File: src/rtl/bus_arbiter_2m.sv
// bus_arbiter_2m: two-master round-robin arbiter onto one BUS slave with a per-transaction watchdog.
module bus_arbiter_2m #(
    parameter int TIMEOUT = 1024,
    parameter int TO_W    = 16
) (
    input  logic            clk,
    input  logic            rst,
    input  logic [31:0]     m0_addr,
    input  logic [31:0]     m1_addr,
    input  logic [31:0]     m0_wdata,
    input  logic [31:0]     m1_wdata,
    input  logic            m0_mode,
    input  logic            m1_mode,
    input  logic            m0_valid,
    input  logic            m1_valid,
    input  logic            m0_rready,
    input  logic            m1_rready,
    output logic [31:0]     m0_rdata,
    output logic [31:0]     m1_rdata,
    output logic            m0_wready,
    output logic            m1_wready,
    output logic            m0_rvalid,
    output logic            m1_rvalid,
    output logic            m0_err,
    output logic            m1_err,
    output logic [31:0]     BUS_addr,
    output logic [31:0]     BUS_wdata,
    output logic            BUS_mode,
    output logic            BUS_valid,
    output logic            BUS_rready,
    input  logic            BUS_wready,
    input  logic            BUS_rvalid,
    input  logic [31:0]     BUS_rdata,
    output logic [1:0]      grant
);
    typedef enum logic {IDLE, BUSY} state_t;

    state_t          state, state_n;
    logic [1:0]      grant_n, err_n;
    logic            last, last_n;
    logic [TO_W-1:0] cnt, cnt_n;
    logic            done, expire;

    assign BUS_addr   = grant[0] ? m0_addr   : grant[1] ? m1_addr   : '0;
    assign BUS_wdata  = grant[0] ? m0_wdata  : grant[1] ? m1_wdata  : '0;
    assign BUS_mode   = grant[0] ? m0_mode   : grant[1] ? m1_mode   : 1'b0;
    assign BUS_valid  = grant[0] ? m0_valid  : grant[1] ? m1_valid  : 1'b0;
    assign BUS_rready = grant[0] ? m0_rready : grant[1] ? m1_rready : 1'b0;
    assign m0_wready  = grant[0] & BUS_wready;
    assign m1_wready  = grant[1] & BUS_wready;
    assign m0_rvalid  = grant[0] & BUS_rvalid;
    assign m1_rvalid  = grant[1] & BUS_rvalid;
    assign m0_rdata   = BUS_rdata;
    assign m1_rdata   = BUS_rdata;

    // The routed BUS_* signals already reflect the owner, so completion reads them directly.
    assign done   = BUS_mode ? BUS_wready : (BUS_rvalid & BUS_rready);
    assign expire = (TIMEOUT != 0) && (cnt == TO_W'(TIMEOUT - 1));

    always_comb begin
        state_n = state;
        grant_n = grant;
        last_n  = last;
        cnt_n   = cnt;
        err_n   = 2'b00;
        if (state == IDLE) begin
            if (m0_valid | m1_valid) begin
                state_n = BUSY;
                grant_n = (m0_valid & (~m1_valid | last)) ? 2'b01 : 2'b10;
                cnt_n   = '0;
            end
        end else if (done | ~BUS_valid | expire) begin
            state_n = IDLE;
            grant_n = 2'b00;
            last_n  = grant[1];
            cnt_n   = '0;
            err_n   = (expire & BUS_valid & ~done) ? grant : 2'b00;
        end else begin
            cnt_n = cnt + TO_W'(1);
        end
    end

    always_ff @(posedge clk) begin
        if (rst) begin
            state  <= IDLE;
            grant  <= 2'b00;
            last   <= 1'b1;
            cnt    <= '0;
            m0_err <= 1'b0;
            m1_err <= 1'b0;
        end else begin
            state  <= state_n;
            grant  <= grant_n;
            last   <= last_n;
            cnt    <= cnt_n;
            m0_err <= err_n[0];
            m1_err <= err_n[1];
        end
    end
endmodule

File: config.mk
export PLATFORM = sky130hd
export DESIGN_NAME = bus_arbiter_2m
export DESIGN_NICKNAME = d
export VERILOG_FILES = /design/src/rtl/bus_arbiter_2m.sv
export SDC_FILE = /design/constraint.sdc
export NUM_CORES = 1
export LEC_CHECK = 0
export CAP_MARGIN = 5
export CORE_AREA = 2 2 119 121
export DETAILED_ROUTE_END_ITERATION = 10
export DIE_AREA = 0 0 121 123
export GPL_ROUTABILITY_DRIVEN = 0
export HOLD_SLACK_MARGIN = 0.12
export SETUP_SLACK_MARGIN = 0.15
export SYNTH_ARGS = -nofsm -noshare
export SYNTH_HDL_FRONTEND = slang
export SYNTH_SLANG_ARGS = --single-unit
File: constraint.sdc
create_clock -name clk -period 1.9 [get_ports clk]
set_input_delay 0.475 -clock clk [delete_from_list [all_inputs] [get_ports clk]]
set_output_delay 0.475 -clock clk [all_outputs]
set_load 0.1 [all_outputs]
==> Flow_metrics.wiki, run 1 <==
{| class="wikitable"
! Metric !! Value
|-
| CTS tree || built
|-
| Arrival time reported for the critical path endpoint || 1.55 ns
|-
| Total Die Area || around 0.015 sq mm
|-
| Detailed-routing iteration count for the pre-antenna-repair pass || 4
|-
| Top FF cell, synth || sky130_fd_sc_hd__dfxtp_1
|-
| Slowest-stage cell, CP || sky130_fd_sc_hd__dfxtp_4
|-
| Number of nets produced by synthesis || ~450
|-
| Initial Utilization || 16.64%
|-
| Vias after detailed routing || 3027
|-
| Final clock skew || 0.001652 ns
|-
| Critical path, cell by cell || buf_6 > and2b_2 > buf_6 > a22o_4 > buf_12
|-
| Register clock-pin slew on the reported worst setup and hold paths || 0.06 ns
|-
| Total track usage || between 15 and 20%
|-
| Share of layout cells above drive strength 1 || about 51%
|-
| Chip width || 121 microns
|-
| Number of max-cap violations || 0
|-
| Count of port buffers added during placement || around 210
|-
| Post-synthesis cell area || about 0.0023 sq mm
|-
| DRC errors left || 0
|-
| Run status || complete, but fails checks
|-
| Number of max-slew violations in the final report || 0
|-
| Leakage power of the design || approximately 0.0026 uW
|-
| Pin count of the biggest net entering global routing || 14
|-
| Maximum cell stage delay along the critical path || approximately 0.37 ns
|-
| Initial antenna violation count || 1
|-
| Kind of end point of the critical path || primary output
|-
| WL final || around 13 mm
|-
| Final setup violation count || 76
|-
| Critical Path RT || ~1.4 ns
|-
| Number of global-route vias before repair || between 3000 and 4000
|-
| Wire length of the first global-routing pass || 18.19 mm
|-
| Number of different library cells in the post-synthesis netlist || 42
|-
| Final worst-path cycle share || 106.3%
|-
| CTS buffer count || 3
|-
| Tmin final || between 2 and 2.5 ns
|-
| Yosys top cell area share || approximately 26%
|-
| Top library cells by usage in the layout, fill and taps aside || sky130_fd_sc_hd__clkdlybuf4s50_1, sky130_fd_sc_hd__buf_12, sky130_fd_sc_hd__a22o_4
|-
| Sw Ratio || around 45%
|-
| Critical path fanouts, max || 4
|-
| Ys Warns || 0
|-
| Ys async rst share || 0%
|-
| Most frequent CP cell || sky130_fd_sc_hd__buf_6
|-
| Synthesized instance count || between 200 and 300
|-
| Top area cells in the synthesized netlist || sky130_fd_sc_hd__a22o_1, sky130_fd_sc_hd__buf_4, sky130_fd_sc_hd__dfxtp_1
|-
| Largest area contributor in the netlist || sky130_fd_sc_hd__a22o_1
|-
| Layout overhead on the synthesized area || 183.6%
|-
| Clock latency of the later-clocked register in the worst-skew pair || roughly 0.26 ns
|-
| Height of the die || ~120 microns
|-
| Violations in the final reports || setup timing
|-
| Combinational Power Share || between 70% and 80%
|-
| Internal power consumption || 1872 uW
|-
| Yosys reg bits || 22
|-
| Headroom to the max-slew limit || between 60% and 70%
|-
| PnR Total Power || roughly 3400 uW
|-
| Number of nets in the finished design || approximately 640
|-
| CP bufs+invs || 3
|-
| Largest voltage drop on the vdd net || roughly 360 uV
|-
| Proportion of power drawn by the clock network || around an eighth
|-
| CORE AREA || 0.01361 sq mm
|-
| CTS H-tree lvls || 1
|-
| Number of hold-slack violations in the final timing report || 0
|-
| Per-instance average area after synthesis || ~8.0 sq um
|-
| Global route overflow || 0
|-
| CTS root buf || sky130_fd_sc_hd__clkbuf_16
|-
| Hold Path Class || reg2reg
|-
| Fraction of power consumed by sequential logic || roughly 14%
|-
| Sw power || 1551 uW
|-
| Maximum root-to-sink buffer count || 2
|-
| Critical path type || reg2out
|-
| Total clock sinks || 22
|-
| Power density over the cells || 532.7 mW/mm^2
|-
| Family with the most delay on the worst path || buffers and inverters
|-
| Boundary pin count || 309
|-
| Wire length per cell || ~20 microns
|-
| Post-synth EDFFs || 0
|-
| Min setup slack post-route || -0.1206 ns
|-
| Number of hold buffers added after CTS || 0
|-
| Post-Place Setup Slack || -0.3136 ns
|-
| RSZ-0062 raised after global routing || yes
|-
| Most common cell after layout, fill and taps aside || sky130_fd_sc_hd__clkdlybuf4s50_1
|-
| Transition time of the tightest slew-check pin || 0.5036 ns
|-
| First-iteration detailed-routing DRC count || approximately 180
|-
| HPWL after detailed placement || just under 10 mm
|-
| Final ANT Viol Nets || 0
|-
| Count of standard-cell rows || 43
|-
| Sum of negative setup slack || -6.942 ns
|-
| Seq/Total Area, Yosys || slightly below 20%
|-
| Fmax || 494.9 MHz
|-
| Element type at the critical path start || flip-flop
|-
| Via density || 4.671
|}
==> cell usage after synthesis (2+ instances only) <==
library cell	instances
sky130_fd_sc_hd__a21oi_1	5
sky130_fd_sc_hd__a22o_1	67
sky130_fd_sc_hd__a31oi_1	9
sky130_fd_sc_hd__a41oi_1	2
sky130_fd_sc_hd__and2_1	4
sky130_fd_sc_hd__and3_1	4
sky130_fd_sc_hd__and4_1	3
sky130_fd_sc_hd__and4b_1	2
sky130_fd_sc_hd__buf_2	3
sky130_fd_sc_hd__buf_4	66
sky130_fd_sc_hd__clkbuf_1	14
sky130_fd_sc_hd__dfxtp_1	22
sky130_fd_sc_hd__inv_1	6
sky130_fd_sc_hd__mux2i_1	3
sky130_fd_sc_hd__nand2_1	16
sky130_fd_sc_hd__nand2b_1	2
sky130_fd_sc_hd__nand3_1	11
sky130_fd_sc_hd__nand3b_1	3
sky130_fd_sc_hd__nand4_1	2
sky130_fd_sc_hd__nor2_1	6
sky130_fd_sc_hd__nor3_1	3
sky130_fd_sc_hd__nor4_1	3
sky130_fd_sc_hd__o21ai_0	5
sky130_fd_sc_hd__xnor2_1	3
==> through the flow <==
stage          utilization [%]  instance area (sq um)  hold slack, ns  cells
6_report                 47.19                   6424          0.5131    648
5_1_grt                  47.17                   6421          0.5330    647
4_1_cts                  45.55                   6200          0.5074    643
3_5_place_dp             41.22                   5610          0.4710    620
3_3_place_gp             41.22                   5610          0.4664    620
2_1_floorplan                -                   2893          0.4387    282
==> sequential cells by signal, indices dropped and copies added, names as in the netlist <==
| signal | flops |
|---|---|
| last | 1 |
| m0_err | 1 |
| grant | 2 |
| cnt | 16 |
| m1_err | 1 |
| state | 1 |
==> layer usage <==
metal	up-vias	global-route usage (%)	routed length (microns)
met2	156	28.05	6399
li1	1379	-	-
met3	46	4.105	1184
met5	-	0	0
met4	0	4.869	386
met1	1446	19.55	5039
==> area by class of cell <==
type                            instances  area [sq um]
Timing Repair Buffer                  264          3605
Inverter                                6         22.52
Tap cell                              180         225.2
Clock buffer                            4         78.83
Sequential cell                        22         447.9
Fill cell                            1174          7188
Multi-Input combinational cell        171          2042
Antenna cell                            1         2.502
==> logic make-up after synthesis <==
group	count (synthesis)	synth area share [%]
xor+xnor	4	1.547
compound gates	99	35.64
buf+inv	90	26.02
mux	3	1.326
flops	22	19.45
simple gates	63	15.47
fa+ha+maj	1	0.5524
==> worst paths after layout <==
| path | start | endpoint | slack (ns) | cells past startpoint |
|---|---|---|---|---|
| worst max-delay path | grant[0]$_SDFFE_PP0P_ | BUS_wdata[3] | -0.12 | 5 |
| worst min-delay path | cnt[15]$_SDFFE_PP0P_ | cnt[15]$_SDFFE_PP0P_ | 0.51 | 1 |
| worst max register to register | grant[0]$_SDFFE_PP0P_ | cnt[8]$_SDFFE_PP0P_ | -0.11 | 10 |
| worst min register to register | cnt[15]$_SDFFE_PP0P_ | cnt[15]$_SDFFE_PP0P_ | 0.51 | 1 |
==> power groups by stage <==
| stage | Combinational, uW | Sequential (uW) | Clock (uW) |
|---|---|---|---|
| 2_1_floorplan | 1920 | 511 | 0 |
| 3_3_place_gp | 2270 | 490 | 0 |
| 3_5_place_dp | 2290 | 490 | 0 |
| 4_1_cts | 2460 | 479 | 457 |
| 5_1_grt | 2550 | 481 | 481 |
| 6_report | 2490 | 480 | 455 |
==> timing repair <==
action                     in CTS  in global routing
gates cloned                    7                  2
buffers inserted               12                  2
setup endpoints to repair      94                 91
resized for setup              67                 25
pin swaps                      22                 13
Power figures use the tool's default switching activity.
==> run 2, diff against run 1 <==
--- a/config.mk
+++ b/config.mk
@@ -10,7 +10,6 @@
 export DETAILED_ROUTE_END_ITERATION = 10
 export DIE_AREA = 0 0 121 123
 export GPL_ROUTABILITY_DRIVEN = 0
-export HOLD_SLACK_MARGIN = 0.12
 export SETUP_SLACK_MARGIN = 0.15
 export SYNTH_ARGS = -nofsm -noshare
 export SYNTH_HDL_FRONTEND = slang
==> results of run 2 <==
No change in the layout: final DEF, timing and power equal those of run 1.
